`config.mk`:
```
export PLATFORM = sky130hd
export DESIGN_NAME = cpu_test_sequencer
export DESIGN_NICKNAME = d
export VERILOG_FILES = /design/src/rtl/cpu_test_pkg.sv /design/src/rtl/cpu_test_check_table.sv /design/src/rtl/cpu_test_sequencer.sv
export SDC_FILE = /design/constraint.sdc
export NUM_CORES = 1
export LEC_CHECK = 0
export CORE_AREA = 5 5 244 246
export CTS_BUF_LIST = sky130_fd_sc_hd__clkbuf_4 sky130_fd_sc_hd__clkbuf_8 sky130_fd_sc_hd__clkbuf_16
export DETAILED_ROUTE_END_ITERATION = 8
export DIE_AREA = 0 0 249 251
export PLACE_DENSITY = 0.78
export SKIP_CTS_REPAIR_TIMING = 1
export SLEW_MARGIN = 0
export SYNTH_ARGS = -nofsm -noshare
export SYNTH_HDL_FRONTEND = slang
export SYNTH_SLANG_ARGS = --single-unit
```
`constraint.sdc`:
```
create_clock -name clock -period 12.66 [get_ports clock]
set_clock_uncertainty 0.05 [all_clocks]
set_input_delay 2.532 -clock clock [delete_from_list [all_inputs] [get_ports clock]]
set_output_delay 2.532 -clock clock [all_outputs]
set_load 0.05 [all_outputs]
```
`src/rtl/cpu_test_pkg.sv`:
```
// Shared types for the RISCVCPU run-and-check sequencer: table entry layout and FSM states.
// Entry field widths are fixed here and must match the sequencer XLEN/DM_AW parameters (DM_AW >= 5).
package cpu_test_pkg;

   localparam int CHK_XLEN  = 32;
   localparam int CHK_DM_AW = 8;

   typedef enum logic {
      CHK_REG  = 1'b0,
      CHK_DMEM = 1'b1
   } check_kind_e;

   typedef struct packed {
      logic                 valid;
      check_kind_e          kind;
      logic [CHK_DM_AW-1:0] addr;
      logic [CHK_XLEN-1:0]  data;
   } check_entry_t;

   typedef enum logic [2:0] {
      S_IDLE,
      S_HOLD,
      S_RUN,
      S_CHK_ISSUE,
      S_CHK_CMP,
      S_DONE
   } seq_state_e;

endpackage

```
`src/rtl/cpu_test_check_table.sv`:
```
// Expected-value table: one write port, asynchronous read, synchronous clear of the valid bits.
module cpu_test_check_table
   import cpu_test_pkg::*;
#(
   parameter int NUM_CHECKS = 16,
   parameter int IDX_W      = 4
) (
   input  logic             clock,
   input  logic             clear,
   input  logic             we,
   input  logic [IDX_W-1:0] widx,
   input  check_entry_t     wentry,
   input  logic [IDX_W-1:0] ridx,
   output check_entry_t     rentry
);

   check_entry_t mem [NUM_CHECKS];

   // Only the valid bits are cleared; stale payload is harmless behind valid=0.
   always_ff @(posedge clock) begin
      if (clear) begin
         for (int i = 0; i < NUM_CHECKS; i++) mem[i].valid <= 1'b0;
      end else if (we && (int'(widx) < NUM_CHECKS)) begin
         mem[widx] <= wentry;
      end
   end

   assign rentry = (int'(ridx) < NUM_CHECKS) ? mem[ridx] : '0;

endmodule

```
`src/rtl/cpu_test_sequencer.sv`:
```
// Run-and-check controller for RISCVCPU bring-up: reset hold, bounded run window, table sweep.
// Define CPU_TEST_SEQ_FAILMASK_EN to add the per-entry fail_mask output.
module cpu_test_sequencer
   import cpu_test_pkg::*;
#(
   parameter int XLEN         = CHK_XLEN,
   parameter int NUM_CHECKS   = 16,
   parameter int DM_AW        = CHK_DM_AW,
   parameter int RESET_CYCLES = 2,
   parameter int RUN_CYCLES   = 500,
   parameter int CYC_W        = 64,
   localparam int IDX_W       = (NUM_CHECKS > 1) ? $clog2(NUM_CHECKS) : 1,
   localparam int CNT_W       = $clog2(NUM_CHECKS + 1)
) (
   input  logic                  clock,
   input  logic                  reset,
   input  logic                  start,
   input  logic                  tbl_we,
   input  logic [IDX_W-1:0]      tbl_idx,
   input  check_entry_t          tbl_entry,
   input  logic                  halt,
   output logic                  cpu_reset,
   output logic [4:0]            rf_raddr,
   input  logic [XLEN-1:0]       rf_rdata,
   output logic [DM_AW-1:0]      dm_raddr,
   input  logic [XLEN-1:0]       dm_rdata,
   output logic                  busy,
   output logic                  done,
   output logic                  pass,
   output logic [CNT_W-1:0]      pass_count,
   output logic [CNT_W-1:0]      fail_count,
   output logic [IDX_W-1:0]      first_fail,
`ifdef CPU_TEST_SEQ_FAILMASK_EN
   output logic [NUM_CHECKS-1:0] fail_mask,
`endif
   output logic [CYC_W-1:0]      cycle_count
);

   localparam int PH_MAX = (RESET_CYCLES > RUN_CYCLES) ? RESET_CYCLES : RUN_CYCLES;
   localparam int PH_W   = $clog2(PH_MAX + 1);

   function automatic logic [CYC_W-1:0] sat_inc(input logic [CYC_W-1:0] v);
      return (&v) ? v : v + 1'b1;
   endfunction

   seq_state_e        state, state_nxt;
   logic [PH_W-1:0]   ph_cnt;
   logic [IDX_W-1:0]  idx;
   check_entry_t      cur;
   logic              seq_clr, ph_clr, run_tick, idx_inc, enter_done;
   logic              vld_p1, match_p1, last, chk_phase, idle_like;

   cpu_test_check_table #(
      .NUM_CHECKS (NUM_CHECKS),
      .IDX_W      (IDX_W)
   ) u_table (
      .clock  (clock),
      .clear  (!reset),
      .we     (tbl_we && idle_like),
      .widx   (tbl_idx),
      .wentry (tbl_entry),
      .ridx   (idx),
      .rentry (cur)
   );

   assign idle_like = (state == S_IDLE) || (state == S_DONE);
   assign chk_phase = (state == S_CHK_ISSUE) || (state == S_CHK_CMP);
   assign busy      = !idle_like;
   assign cpu_reset = !((state == S_RUN) || chk_phase);
   assign last      = (idx == IDX_W'(NUM_CHECKS - 1));

   // Read address is held through CHK_CMP so a registered debug port sees it stable.
   assign rf_raddr = (chk_phase && cur.valid && cur.kind == CHK_REG)  ? cur.addr[4:0] : '0;
   assign dm_raddr = (chk_phase && cur.valid && cur.kind == CHK_DMEM) ? cur.addr      : '0;
   assign match_p1 = (cur.kind == CHK_REG) ? (rf_rdata == cur.data) : (dm_rdata == cur.data);

   always_ff @(posedge clock) begin
      if (!reset) state <= S_IDLE;
      else        state <= state_nxt;
   end

   always_comb begin
      state_nxt  = state;
      seq_clr    = 1'b0;
      ph_clr     = 1'b0;
      run_tick   = 1'b0;
      vld_p1     = 1'b0;
      idx_inc    = 1'b0;
      enter_done = 1'b0;
      case (state)
         S_IDLE, S_DONE: begin
            if (start) begin
               state_nxt = S_HOLD;
               seq_clr   = 1'b1;
            end
         end
         S_HOLD: begin
            if (ph_cnt == PH_W'(RESET_CYCLES - 1)) begin
               state_nxt = S_RUN;
               ph_clr    = 1'b1;
            end
         end
         S_RUN: begin
            run_tick = 1'b1;
            if (halt || ph_cnt == PH_W'(RUN_CYCLES - 1)) state_nxt = S_CHK_ISSUE;
         end
         S_CHK_ISSUE: begin
            if (cur.valid) begin
               state_nxt = S_CHK_CMP;
            end else begin
               idx_inc = 1'b1;
               if (last) begin
                  state_nxt  = S_DONE;
                  enter_done = 1'b1;
               end
            end
         end
         S_CHK_CMP: begin
            vld_p1  = 1'b1;
            idx_inc = 1'b1;
            if (last) begin
               state_nxt  = S_DONE;
               enter_done = 1'b1;
            end else begin
               state_nxt = S_CHK_ISSUE;
            end
         end
         default: state_nxt = S_IDLE;
      endcase
   end

   // Phase, sweep index and run counter
   always_ff @(posedge clock) begin
      if (!reset || seq_clr || ph_clr) ph_cnt <= '0;
      else if (state == S_HOLD || run_tick) ph_cnt <= ph_cnt + 1'b1;

      if (!reset || seq_clr) idx <= '0;
      else if (idx_inc) idx <= last ? '0 : idx + 1'b1;

      if (!reset || seq_clr) cycle_count <= '0;
      else if (run_tick) cycle_count <= sat_inc(cycle_count);
   end

   // Compare stage results
   always_ff @(posedge clock) begin
      if (!reset || seq_clr) begin
         pass_count <= '0;
         fail_count <= '0;
         first_fail <= '0;
         done       <= 1'b0;
         pass       <= 1'b0;
      end else begin
         if (vld_p1) begin
            if (match_p1) begin
               pass_count <= pass_count + 1'b1;
            end else begin
               fail_count <= fail_count + 1'b1;
               if (fail_count == '0) first_fail <= idx;
            end
         end
         if (enter_done) begin
            done <= 1'b1;
            pass <= (fail_count == '0) && !(vld_p1 && !match_p1);
         end
      end
   end

`ifdef CPU_TEST_SEQ_FAILMASK_EN
   always_ff @(posedge clock) begin
      if (!reset || seq_clr) fail_mask <= '0;
      else if (vld_p1 && !match_p1) fail_mask[idx] <= 1'b1;
   end
`endif

endmodule

```
# After elaboration in Yosys (flattened, before gate mapping)
# Memory sizes are Yosys's and may differ from the RTL's. A register that Yosys moved wholly into a read port is not among the register bits.
# Cells that the tools add are included.
# word_totals
reg_bits	96
mem_bits_rw	672
input_bits	115
out_inout_bits	95
word_cells	91
mem_count	1
# memory_table
memory	words	width	read_ports	rd_ports_with_merged_regs	write_ports	line	rtl
u_table.mem	16	42	1	1	16	cpu_test_check_table.sv:17	check_entry_t mem [NUM_CHECKS];
# classes
add_sub_neg	5
n_eq_ne	14
n_mux	31
bitwise	3
reduce_logical	28
# ops
cell	n
adder 64 x 1 -> 64 bit, second input constant	1
equality test 32 bit	2
AND reduction 64 bit	1
two-way mux 42 bit	1
OR reduction 42 bit	1
two-way mux 3 bit	6
two-way mux 4 bit	4
one-hot mux 3 bit (5 select lines)	1
two-way mux 1 bit	14
adder 5 x 1 -> 5 bit, second input constant	2
adder 9 x 1 -> 9 bit, second input constant	1
equality test 9 x 1 -> 1 bit, second input constant	1
equality test 9 bit, second input constant	1
two-way mux 8 bit	1
logical OR 1 bit	7
equality test 3 x 2 -> 1 bit, second input constant	2
equality test 3 bit, second input constant	2
logical AND 1 bit	6
AND reduction 2 bit	3
logical NOT 1 bit	5
logical NOT 5 bit	1
two-way mux 5 bit	1
adder 4 x 1 -> 4 bit, second input constant	1
equality test 4 bit, second input constant	1
other kinds (11)	15

# Logic depth before layout (Yosys ltp)
# Gate-level depths: netlist of run 1.
# depth
word_depth	8
mapped_depth	17
ltp_nobuf	12

# Hierarchy
# From an unflattened synthesis of run 1, not the netlist that was laid out.
# hier_totals
hier_cells	1773
hier_area_um2	31138.6
# modules_own_cells
module	instances	cells_each	area_per_inst_um2	seq_area_each_um2
cpu_test_check_table	1	1085	25439.4	20179.4
cpu_test_sequencer	1	688	5699.2	1921.8

# Least setup slack after synthesis of run 1
# OpenSTA, ideal clock, no wires.
# synth_path
kind	input to register
start	input port reset
end	memory u_table.mem[0][41] (netlist bit)
setup_ps	279
t_arrival_ps	6183
slack_ps	6149
cell_stages	5
n_path_buf	0
cell_sequence	and3_1 -> nor2b_1 -> nand2b_1 -> nor3_1 -> o21ai_0
# synth_rtl
item	line	rtl
start: declaration	cpu_test_sequencer.sv:16	input logic reset,
end: declaration	cpu_test_check_table.sv:17	

==> qor.yml, run 1 <==
synthesis:
  synth_top_area_share_pct: 63.31
  synth.largest_area_cell: "edfxtp_1"
  yosysMostFrequentCell: "edfxtp_1"
  synthXorXnorAreaFrac_pct: 1.745
  synth_fp_nets: 1929
  synth_fa_ha_area_share_pct: 0.2815
  synth_compound_area_share_pct: 3.040
  netlist-cell-type-count: 57
  synth_edf_count: 656
  synthMuxAreaShare_pct: 14.84
  async_flop_share_pct: 0
  synth_common_cells: "edfxtp_1 (656), mux4_2 (192), dfxtp_1 (116), nand2_1 (114), nor2_1 (113)"
  syn_inst: 1807
  synth_warnings: 0
  synth_seq_cells: 772
  synthSimpleGateAreaFrac_pct: 7.680
  synth_top_family_by_area: "multiplexers"
  synth_area_per_cell_um2: 17.22
  synth_flop_cell: "edfxtp_1"
  yosysSeqAreaShare_pct: 70.77
  ys_top_cells_by_area: "edfxtp_1 (63%), mux4_2 (14%), dfxtp_1 (7.5%)"
  netlist_area_mm2: 0.03112
floorplanning:
  dieHeight_um: 251
  dieArea_mm2: 0.06250
  initial_core_util_pct: 54.45
  die_w_um: 249
  core_mm2: 0.05714
  rows: 88
  io_pins: 210
placed_design:
  dp_hpwl_mm: 40.16
  gp_congestion: 0.8332
  place_area_mm2: 0.03406
  port_buffers: 209
  pre_cts_slack_ps: 5884
cts:
  cts_buffers: 76
  clk_pin_slew_worst_paths_ps: 60
  cts_sinks: 772
  root_buffer: "clkbuf_16"
  cts_tree: "done"
  clock_path_buffers: 3
  clock_latency_ps: 630
  cts_htree_levels: 3
pwr:
  seq_power_share_pct: 50.7
  sw_frac_of_total_pct: 22.66
  irDropWorstVdd_mv: 0.1301
  power_switching_mw: 1.263
  power.density_mw_per_mm2: 152.4
  pwr-share-clk_pct: 40.3
  p_leak_nw: 11.34
  p_int_mw: 4.311
  combPwrFrac_pct: 9.1
critical_path:
  critPathArrivalTime_ps: 4790
  critPathMaxFanout: 51
  crit_required_ps: 10080
  critPathKind: "register to output port"
  crit_path_end: "dm_raddr[4]"
  r2r-end: "pass_count[4]"
  r2r_setup_slack_ps: 6650
  reg2reg_depth: 10
  cp-end-kind: "output port"
  worst_setup_path_start_kind: "register"
grt:
  antenna_found_initial: 1
  grtUsageTotal_pct: 23.67
  grt_pass1_wl_mm: 112.0
  grt_pass1_vias: 17960
  grt_max_degree: 74
  gr-total-overflow: 0
finish:
  synthToLayoutAreaGrowth_pct: 17.54
  final_nets: 2156
  drive_above_1_share_pct: 18.01
  design_area_mm2: 0.03657
sta:
  fin_crit_ps: 7370
  max_clock_freq_mhz: 135.7
  setup_slack_ps: 5290
  worst_pin_slew_ps: 1267
  slew_viol_final: 0
  hold_viol: 0
  setup-violations-final: 0
  finalCritPeriodShare_pct: 58.22
  final.setup.tns_ps: 0
  slew_headroom_pct: 14.90
  rsz0062_at_grt: "no"
detailed_routing:
  antenna_left: 0
  drc: 0
  vias: 17900
  drt_pass1_iterations: 6
  vias_per_cell: 6.257
  routed_wirelength_mm: 75.53
  wl_per_cell_um: 26.41
  drt_iter0_drc: 1819
worst_hold_path:
  min_from: "u_table.mem[10][41]"
  whs_path_depth: 2
  hold_class: "register to register"
outcome:
  status: "finished, final reports clean"
flow_run:
  maxCapViolations: 0
## power groups by stage
stage	Sequential [mW]	Clock [mW]	Combinational, mW
6_report	2.82	2.24	0.506
3_3_place_gp	2.87	0	0.493
4_1_cts	2.82	2.28	0.509
5_1_grt	2.83	2.40	0.545
3_5_place_dp	2.88	0	0.505
2_1_floorplan	2.86	0	0.361
## cell type report
type	instances	area (um2)
Antenna cell	2	5.005
Clock buffer	88	2016
Clock inverter	49	491.7
Fill cell	3844	20570
Inverter	19	71.32
Multi-Input combinational cell	928	8697
Sequential cell	772	22030
Tap cell	765	957.2
Timing Repair Buffer	237	2302
## per-layer routing
layer / wire [um] / GRT usage, % / up-vias
met2: 38080 / 40.60 / 992
met1: 29120 / 31.82 / 9142
li1: - / - / 7622
met3: 6574 / 4.511 / 137
met4: 1742 / 6.054 / 2
met5: 13 / 0 / -
## layout by cell type, fill, tap and decap left out, types with 43 or more instances in the layout
| cell | instances |
|---|---|
| a21oi_1 | 43 |
| o21ai_0 | 67 |
| nand3_1 | 75 |
| mux4_2 | 192 |
| nand2_1 | 113 |
| clkbuf_16 | 77 |
| dfxtp_1 | 112 |
| edfxtp_1 | 656 |
| clkdlybuf4s50_1 | 209 |
| nor2_1 | 101 |
## worst min-delay path by stage
stage | end
floorplan | u_table.mem[10][41]
global placement | u_table.mem[12][41]
detailed placement | u_table.mem[9][41]
CTS | u_table.mem[12][41]
global route | u_table.mem[12][41]
finish | u_table.mem[10][41]
## registers in the layout, indices dropped and copies added (netlist names), named ones only
signal,count
fail_count,5
state,3
pass_count,5
first_fail,4
ph_cnt,9
idx,4
pass,1
done,1
u_table.mem,672
cycle_count,64
## through the flow
stage	std cells	utilization (%)	hold slack, ps	total power, mW
floorplan	1807	-	382.8	3.223
global placement	2721	59.61	396.4	3.367
detailed placement	2721	59.61	403.2	3.382
CTS	2858	63.99	412.3	5.612
global route	2858	63.99	434.4	5.769
finish	2860	64.00	413.9	5.574
## critical path, cell delays in order, from the launching register on
cell and delay [ps]:
dfxtp_4 860, buf_4 750, buf_4 640, mux4_2 410, mux4_2 530, nor2b_1 160, clkdlybuf4s50_1 740
## cells by family (layout without fill, tap and decap cells)
kind of cell             after synthesis  in the layout
flip-flops                           772            772
AO/OA/AOI/OAI                        163            163
AND/OR/NAND/NOR                      476            476
adder cells (fa/ha/maj)                7              7
multiplexers                         220            220
XOR/XNOR                              62             62
other                                  0              2
buffers and inverters                107            393
Power figures use the tool's default switching activity.
==> inputs of run 2 (changes only) <==
==> constraint.sdc (replaced) <==
create_clock -name clock -period 7.15 [get_ports clock]
set_clock_uncertainty 0.05 [all_clocks]
set_input_delay 1.43 -clock clock [delete_from_list [all_inputs] [get_ports clock]]
set_output_delay 1.43 -clock clock [all_outputs]
set_load 0.05 [all_outputs]
==> run 2 against run 1 <==
Sequential power increased by 77%. Core utilization increased by 0.29 points. Die area unchanged. First-iteration DRC count increased by 15%. Final cell count increased by 0.21%. Sequential cell count unchanged. Count of clock-buffer cells in the layout increased by 10. Sequential share of layout area decreased by 0.27 points. Setup slack got worse by 4200 ps. Combinational power increased by 78%. Hold slack improved by 1.9 ps. Register-to-register slack got worse by 5000 ps. Highest routed layer unchanged.
==> qor.yml, run 2 (synthesis gave the netlist of run 1 again) <==
pwr:
  irDropWorstVdd_mv: 0.2116
  p_leak_nw: 11.42
  p_total_mw: 9.997
  power.density_mw_per_mm2: 272.1
sta:
  final.setup.tns_ps: 0
  setup-violations-final: 0
  slew_headroom_pct: 20.33
  max_clock_freq_mhz: 164.7
  hold_viol: 0
  fin_crit_ps: 6073
  worst_pin_slew_ps: 1192
  rsz0062_at_grt: "no"
  slew_viol_final: 0
  finalCritPeriodShare_pct: 84.93
critical_path:
  critPathKind: "register to output port"
  worst_setup_path_start_kind: "register"
  critPathMaxStageDelay_ps: 890
  crit_required_ps: 5670
  path_cells: "mux2_1, o221a_2, and2_1, nor3_1, and2_1, clkdlybuf4s50_1"
  critPathMaxFanout: 37
  cp-end-kind: "output port"
  cpMostUsedCell: "and2_1"
  cp_slowest_cell: "nor3_1"
  critPathArrivalTime_ps: 4590
floorplanning:
  core_mm2: 0.05714
  dieHeight_um: 251
  initial_core_util_pct: 54.45
  dieArea_mm2: 0.06250
  die_w_um: 249
  rows: 88
  io_pins: 210
finish:
  largest_reg_flops: 672
  mostFrequentLayoutCell: "edfxtp_1"
  final_cell_mix: "edfxtp_1 (656), clkdlybuf4s50_1 (209), mux4_2 (192)"
  drive_above_1_share_pct: 18.63
  num-fill-cells: 3767
  synthToLayoutAreaGrowth_pct: 18.06
  layoutNonFillerInstCount: 2866
  regMostFlops: "u_table.mem"
  reg_top3: "u_table.mem (672), cycle_count (64), ph_cnt (9)"
  design_area_mm2: 0.03674
  final_nets: 2160
grt:
  grt_pass1_wl_mm: 111.8
  grt_pass1_vias: 18110
  grt_max_degree: 93
  antenna_found_initial: 3
  grtUsageTotal_pct: 23.50
  gr-total-overflow: 0
detailed_routing:
  routed_wirelength_mm: 74.67
  vias: 17820
  wl_per_cell_um: 26.05
  antenna_left: 0
  drt_iter0_drc: 2084
  drt_pass1_iterations: 5
  drc: 0
  vias_per_cell: 6.217
outcome:
  status: "finished, final reports clean"
cts:
  cts_htree_levels: 3
  root_buffer: "clkbuf_16"
  cts_sinks: 772
  cts_tree: "done"
  clk_pin_slew_worst_paths_ps: 60
  clock_path_buffers: 3
  cts_buffers: 78
  clock_latency_ps: 620
placed_design:
  port_buffers: 209
  placed_cells: 2722
  place_area_mm2: 0.03412
  dp_hpwl_mm: 42.78
  gp_congestion: 0.8419
flow_run:
  maxCapViolations: 0
worst_hold_path:
  hold_class: "register to register"
==> run 2: per-layer routing <==
| layer | track usage (%) | up-vias | part of all wire, % | routed length, um |
|---|---|---|---|---|
| met5 | 0 | - | 0.025 | 19 |
| li1 | - | 7608 | - | - |
| met3 | 5.990 | 168 | 9.7 | 7244 |
| met4 | 7.410 | 2 | 3.1 | 2347 |
| met2 | 38.65 | 964 | 49 | 36650 |
| met1 | 31.41 | 9075 | 38 | 28410 |
==> run 2: final cells by class <==
class | instances | area [um2] | area share [%]
antenna | 2 | 5.005 | 0.01362
clock buffer | 98 | 2150 | 5.851
clock inverter | 43 | 459.2 | 1.250
inverter | 19 | 71.32 | 0.1941
multi-input combinational | 928 | 8697 | 23.67
sequential | 772 | 22030 | 59.98
tap | 765 | 957.2 | 2.605
timing repair buffer | 239 | 2365 | 6.437
==> run 2: critical path, delay by kind of cell, from the launching register on <==
family	cells	cell delay, ps
DFF	1	810
muxes	1	380
and+or+nand+nor	3	1650
buffers and inverters	1	850
AOI/OAI and AO/OA	1	280
==> run 2: path summary, 6_finish.rpt <==
path                                           from                  end  slack [ps]  depth (start not counted)
worst min register to register  u_table.mem[14][41]  u_table.mem[14][41]         420                          2
worst max register to register             register        pass_count[4]        1610                          9
worst max-delay path                       register          rf_raddr[0]        1080                          6
worst min-delay path            u_table.mem[14][41]  u_table.mem[14][41]         420                          2
==> run 2: through the flow <==
| step | hold slack (ps) | utilization [%] | worst slack (ps) |
|---|---|---|---|
| 2_1_floorplan | 382.8 | - | 1741 |
| 3_3_place_gp | 393.3 | 59.71 | 1704 |
| 3_5_place_dp | 405.4 | 59.71 | 1630 |
| 4_1_cts | 413.9 | 64.27 | 991.9 |
| 5_1_grt | 437.0 | 64.28 | 885.5 |
| 6_report | 415.8 | 64.29 | 1077 |
==> run 2: where the power goes <==
part / internal (mW) / switching [mW]
Sequential: 4.94 / 0.0530
Combinational: 0.400 / 0.502
Clock: 2.40 / 1.69
Total: 7.75 / 2.25
